## src/rtl/shift_pkg.sv

```systemverilog
// Shared definitions for the iterative shift controller and its single-step shifter.
//   - FSM state encodings (IDLE, SHIFT, DONE)
//   - shift direction encodings
//   - default operand and count widths
package shift_pkg;

  localparam int unsigned WIDTH_DEF = 8;
  localparam int unsigned CNT_W_DEF = 4;

  localparam logic [1:0] IDLE  = 2'd0;
  localparam logic [1:0] SHIFT = 2'd1;
  localparam logic [1:0] DONE  = 2'd2;

  localparam logic DIR_RIGHT = 1'b0;  // halve, MSB fill 0
  localparam logic DIR_LEFT  = 1'b1;  // double, LSB fill 0

endpackage

```

## src/rtl/shift_step.sv

```systemverilog
// Combinational single-step logical shifter.
// Ports:
//   data        - operand
//   dir         - DIR_RIGHT (halve) or DIR_LEFT (double)
//   next_data   - operand shifted by one bit, vacated bit filled with 0
//   shifted_out - the bit that fell off the end
module shift_step
  import shift_pkg::*;
#(
  parameter int unsigned WIDTH = WIDTH_DEF
) (
  input  logic [WIDTH-1:0] data,
  input  logic             dir,
  output logic [WIDTH-1:0] next_data,
  output logic             shifted_out
);

  always_comb begin
    if (dir == DIR_LEFT) begin
      next_data   = {data[WIDTH-2:0], 1'b0};
      shifted_out = data[WIDTH-1];
    end else begin
      next_data   = {1'b0, data[WIDTH-1:1]};
      shifted_out = data[0];
    end
  end

endmodule

```

## src/rtl/shift_ctrl.sv

```systemverilog
// Iterative shift controller: accepts (operand, direction, count) over a valid/ready
// handshake, applies one 1-bit step per clock, then offers result and last shifted-out
// bit over a valid/ready output handshake.
// Ports:
//   clk, rst              - clock, synchronous active-high reset
//   in_valid/in_ready     - command handshake; in_data, in_dir, in_cnt are the command
//   out_valid/out_ready   - result handshake; out_data, out_carry are the result
//   busy                  - command in flight (SHIFT or DONE)
module shift_ctrl
  import shift_pkg::*;
#(
  parameter int unsigned WIDTH = WIDTH_DEF,
  parameter int unsigned CNT_W = CNT_W_DEF
) (
  input  logic             clk,
  input  logic             rst,
  input  logic             in_valid,
  output logic             in_ready,
  input  logic [WIDTH-1:0] in_data,
  input  logic             in_dir,
  input  logic [CNT_W-1:0] in_cnt,
  output logic             out_valid,
  input  logic             out_ready,
  output logic [WIDTH-1:0] out_data,
  output logic             out_carry,
  output logic             busy
);

  logic [1:0]       state_q, state_d;
  logic [WIDTH-1:0] data_q, data_d;
  logic             dir_q, dir_d;
  logic [CNT_W-1:0] rem_q, rem_d;
  logic             carry_q, carry_d;

  logic [WIDTH-1:0] step_data;
  logic             step_out;

  shift_step #(
    .WIDTH(WIDTH)
  ) u_step (
    .data       (data_q),
    .dir        (dir_q),
    .next_data  (step_data),
    .shifted_out(step_out)
  );

  always_comb begin
    state_d = state_q;
    data_d  = data_q;
    dir_d   = dir_q;
    rem_d   = rem_q;
    carry_d = carry_q;
    case (state_q)
      IDLE: begin
        if (in_valid) begin
          data_d  = in_data;
          dir_d   = in_dir;
          rem_d   = in_cnt;
          carry_d = 1'b0;
          state_d = (in_cnt == '0) ? DONE : SHIFT;
        end
      end
      SHIFT: begin
        data_d  = step_data;
        carry_d = step_out;
        rem_d   = rem_q - CNT_W'(1);
        if (rem_q == CNT_W'(1)) begin
          state_d = DONE;
        end
      end
      DONE: begin
        // Returning to IDLE only; a new command is never taken in the same cycle.
        if (out_ready) begin
          state_d = IDLE;
        end
      end
      default: state_d = IDLE;
    endcase
  end

  always_ff @(posedge clk) begin
    if (rst) begin
      state_q <= IDLE;
      data_q  <= '0;
      dir_q   <= DIR_RIGHT;
      rem_q   <= '0;
      carry_q <= 1'b0;
    end else begin
      state_q <= state_d;
      data_q  <= data_d;
      dir_q   <= dir_d;
      rem_q   <= rem_d;
      carry_q <= carry_d;
    end
  end

  assign in_ready  = (state_q == IDLE);
  assign out_valid = (state_q == DONE);
  assign busy      = (state_q != IDLE);
  assign out_data  = data_q;
  assign out_carry = carry_q;

endmodule

```

## config.mk

```make
export PLATFORM = sky130hd
export DESIGN_NAME = shift_ctrl
export DESIGN_NICKNAME = d
export VERILOG_FILES = /design/src/rtl/shift_pkg.sv /design/src/rtl/shift_step.sv /design/src/rtl/shift_ctrl.sv
export SDC_FILE = /design/constraint.sdc
export NUM_CORES = 1
export LEC_CHECK = 0
export ABC_CLOCK_PERIOD_IN_PS = 1400
export CAP_MARGIN = 20
export CORE_UTILIZATION = 41
export CTS_CLUSTER_SIZE = 16
export DETAILED_ROUTE_END_ITERATION = 12
export GPL_TIMING_DRIVEN = 0
export PLACE_DENSITY = 0.82
export SLEW_MARGIN = 20
export SYNTH_ARGS = -nofsm -noshare
export SYNTH_HDL_FRONTEND = slang
export SYNTH_SLANG_ARGS = --single-unit
```

## constraint.sdc

```tcl
create_clock -name clk -period 1.4 [get_ports clk]
set_clock_uncertainty 0.2 [all_clocks]
set_input_delay 0.28 -clock clk [delete_from_list [all_inputs] [get_ports clk]]
set_output_delay 0.28 -clock clk [all_outputs]
set_load 0.05 [all_outputs]
```

# Yosys cells after proc, flatten, opt, wreduce, memory -nomap -nowiden
# Index checks and enable logic that the tools add are counted.
dict set report totals {
  ram_bits 0
  word_cells 32
  mem_bits_ro 0
  ff_bits 16
  latchBits 0
  mem_count 0
  input_bits 17
}
dict set report classes {
  bitwise_logic 0
  add_sub_neg 1
  n_reduce_logical 7
  eq_ne 6
  shifts 0
  n_mul 0
  order_cmp 0
  div 0
  n_mux 13
}
# cell n
set ops {}
lappend ops {{2-to-1 mux 8 bit} 2}
lappend ops {{case mux 8 bit (2 select lines)} 1}
lappend ops {{2-to-1 mux 2 bit} 4}
lappend ops {{case mux 4 bit (2 select lines)} 1}
lappend ops {{case mux 2 bit (3 select lines)} 1}
lappend ops {{== test 4 x 1 -> 1 bit, second input constant} 1}
lappend ops {{zero test 4 bit} 1}
lappend ops {{2-to-1 mux 4 bit} 1}
lappend ops {{inequality test 2 bit, second input constant} 2}
lappend ops {{AND reduction 2 bit} 2}
lappend ops {{nonzero test 2 bit} 2}
lappend ops {{subtractor 4 x 1 -> 4 bit, second input constant} 1}
lappend ops {{AND reduction 3 bit} 1}
lappend ops {{== test 2 x 1 -> 1 bit, second input constant} 1}
lappend ops {{== test 2 bit, second input constant} 1}
lappend ops {{zero test 2 bit} 1}
lappend ops {{2-to-1 mux 1 bit} 2}
lappend ops {{inequality test 2 x 1 -> 1 bit, second input constant} 1}
lappend ops {{case mux 1 bit (2 select lines)} 1}

# Logic depth before layout (Yosys ltp)
dict set report logic_depth {
  word_depth 4
  depth_mapped 6
  depth_no_buf 5
}

# Hierarchy
# A second synthesis with hierarchy kept.
dict set report hier_totals {
  cells_unflattened 109
  area_unflattened_um2 988.4
}
# module n_inst area_each_um2 seq_area_each_um2 cells_per_inst
set by_module_without_submodules {}
lappend by_module_without_submodules {shift_ctrl 1 855.8 320.3 99}
lappend by_module_without_submodules {shift_step 1 132.6 0.0 10}

# Least setup slack after synthesis
# Ideal clock, no wire load.
dict set report synth_path {
  path_kind {register to register}
  from {register state_q[0]}
  to {register dir_q}
  slack_ps -653
  path_buffers 2
  period_less_slack_ps 2053
  required_ps 1079
  arrival_time_ps 1733
  setup_ps 121
  path_stages_with_launch 7
  cell_sequence {dfxtp_1 > buf_6 > buf_4 > nor2_2 > inv_1 > o21ai_0 > a21oi_1}
}
dict set report synth_between {
  elab_chain_len 2
}
# element line
set synth_lines {}
lappend synth_lines {{from (decl)} shift_ctrl.sv:29} ;# logic [1:0] state_q, state_d;
lappend synth_lines {{from (signal assigned)} shift_ctrl.sv:89} ;# state_q <= state_d;
lappend synth_lines {{zero test 2 bit} -}
lappend synth_lines {{via in_ready} shift_ctrl.sv:18} ;# output logic in_ready,
lappend synth_lines {{AND reduction 2 bit (no source line)} -}
lappend synth_lines {{to (signal assigned)} shift_ctrl.sv:91} ;# dir_q <= dir_d;
lappend synth_lines {{to (decl)} shift_ctrl.sv:31} ;# logic dir_q, dir_d;
# The timed path passes the listed nets, and every way through them passes these cells.
# A chain may end at the register's enable or synchronous reset.

# Worst setup path in the final report
dict set report layout_path {
  from {register state_q[1]}
  to {output port busy}
}
dict set report layout_between {
  elab_chain_len 1
}
# element line
set layout_lines {}
lappend layout_lines {{nonzero test 2 bit} shift_ctrl.sv:99} ;# assign busy = (state_q != IDLE);
lappend layout_lines {{to (decl)} shift_ctrl.sv:26} ;# output logic busy
# No other way between the ends.

==> flow_summary.yaml <==
outcome:
  run_status: "finished, violations left"
  violations: "negative setup slack"
flow_run:
  drv_cap: 0
critical_path:
  endpoint_kind: "primary output"
  crit_required_ps: 920
  cp.arrival_ps: 1100
  worstSetupStartpointType: "flop"
  cp-startpoint: "state_q[1]"
  crit_type: "flop to primary output"
  r2r_start: "state_q[1]"
  crit_fanout: 6
min_path:
  hold_start: "rst"
  min_path_type: "input pin to flop"
global_route:
  antenna_found_initial: 0
  first_global_vias: 919
  grt_pass1_wl_um: 4350
  grt_usage: 0.233
  grt_overflow: 0
  grt_max_degree: 11
floorplanning:
  die_w_um: 50.1
  io_pins: 29
  std_cell_rows: 17
  floorplan.initialDensity: 0.432
  coreArea_sq_um: 2190
  die_area_sq_um: 2510
  die_h_um: 50.1
cells_and_area:
  area_growth_pct: 78.7
  n_antenna_cell: 0
  drive_above_1_share: 0.641
  final_common_cell: "buf_4"
  multi_input_area_sq_um: 734
  layout.nets: 177
  seq_area_sq_um: 342
  final_cell_mix: "buf_4, clkdlybuf4s50_1, nor2_1, dfxtp_2, buf_6"
  fin_cells: 184
  n_fill_cell: 132
route:
  via_count: 1075
  dr_wl_met2_um: 1640
  met1_length_um: 1560
  first_pass_iters: 4
  top_layer_used: "met4"
  drc: 0
  vias_per_cell: 5.84
  antenna_left: 0
  wl_met3_um: 180
  detail_route.wl_per_cell_um: 18.8
  drt-total-wl_um: 3460
  drt_iter0_drc: 37
placement:
  port-buffer-count: 28
  hpwl_um: 1740
  dp.cells: 159
  place.gp.congestion: 0.785
  pre_cts_ws_ps: -602
sta:
  final.min_clock_period_ps: 1580
  setup_ws_ps: -181
  relSlewSlack: 0.735
  fmax_mhz: 633
  timing.final.crit_share: 1.13
  finalSetupViolCount: 17
  worst_pin_slew_ps: 397
  setup_tns_ps: -1740
  finalHoldViolations: 0
  worst_hold_slack_ps: 329
  final_max_slew_viol_count: 0
  rsz0062_at_grt: "true"
synth:
  synth_cell_types: 33
  synthCells: 103
  seq_area_frac_synth: 0.338
  netlist_area_sq_um: 947
  syn_avg_cell_area_sq_um: 9.20
  ys.flop_type: "dfxtp_1"
  yosys_warnings: 0
  synth_seq_cells: 16
  synthArstFlopShare: 0
  synth-edff-count: 0
  syn_nets: 122
clocking:
  clock-sinks: 16
  cts_htree_levels: 1
  cts-buffers-inserted: 3
  clock_latency_ps: 290
  clkTransAtPathRegs_ps: 90
  cts_tree: "done"
  cts_max_path_buffers: 2
  cts-root-buf: "clkbuf_4"
  hold_buffers: 0
power:
  powerDensity_nw_per_um2: 1610
  comb_power_share: 0.651
  irDropWorstVdd_mv: 0.955
  p_total_mw: 2.73
  switching_power_mw: 1.21
  leakage_nw: 0.697
  switching_share: 0.444
  seq_power_share: 0.260
  internal_power_mw: 1.52
  p_clk_frac: 0.089
==> registers in the layout, indices dropped and copies added, names as in the netlist <==
register,cells
state_q,2
out_carry,1
dir_q,1
out_data,8
rem_q,4
==> Yosys cell counts, types with 2 or more instances <==
cell type	count	share of area
a211oi_1	4	0.032
ha_1	2	0.026
nor3_1	3	0.016
buf_2	2	0.011
inv_1	6	0.024
nor4_1	2	0.013
nor2_1	12	0.048
buf_6	4	0.048
nand3_1	3	0.016
nor2b_1	4	0.026
nand2b_1	2	0.013
dfxtp_1	16	0.34
o21ai_0	9	0.048
a221oi_1	7	0.065
mux2_2	7	0.083
o221a_2	2	0.024
nor3b_1	2	0.016
==> power groups by stage <==
| stage | registers [mW] | logic, mW | clock network [mW] |
|---|---|---|---|
| floorplan | 0.849 | 0.651 | 0 |
| global placement | 0.672 | 1.14 | 0 |
| detailed placement | 0.679 | 1.16 | 0 |
| CTS | 0.686 | 1.40 | 0.248 |
| global route | 0.716 | 1.86 | 0.268 |
| finish | 0.708 | 1.77 | 0.243 |
==> critical path: stages (launching register included) <==
cell	delay, ps
dfxtp_2	340
buf_6	130
nor2_4	130
inv_2	60
buf_8	140
==> timing repair <==
action | CTS | global route
buffers inserted | 9 | 15
gates resized for setup | 108 | 30
pin swaps | 9 | 21
cloned | 1 | 0
setup endpoints to repair | 26 | 21
==> path summary, 6_finish.rpt <==
kind               to  slack (ps)  cells past startpoint
min reg2reg  rem_q[1]         330                      2
min             dir_q         330                      2
max reg2reg  rem_q[0]        -120                      6
max              busy        -180                      4
==> per-layer routing <==
metal,vias to the layer above,GRT usage
li1,494,-
met1,525,0.299
met2,46,0.360
met3,10,0.0679
met4,0,0.0905
met5,-,0
==> cells by family after synthesis <==
kind of cell,after synthesis,share of synthesized area
AO/OA/AOI/OAI,33,0.280
adder cells (fa/ha/maj),2,0.0264
buffers and inverters,14,0.0938
flip-flops,16,0.338
multiplexers,8,0.0938
AND/OR/NAND/NOR,30,0.168
==> per-stage QoR <==
stage / util / area, sq um
6_report: 0.773 / 1690
2_1_floorplan: - / 962
4_1_cts: 0.666 / 1460
3_5_place_dp: 0.583 / 1280
5_1_grt: 0.773 / 1690
3_3_place_gp: 0.583 / 1280
==> area by class of cell <==
type	count	share of cell area
inverter	6	0.0155
timing repair buffer	53	0.283
tap	28	0.0207
sequential	16	0.202
clock buffer	3	0.0133
buffer	5	0.0318
multi-input combinational	73	0.434
(Power assumes the default switching activity.)
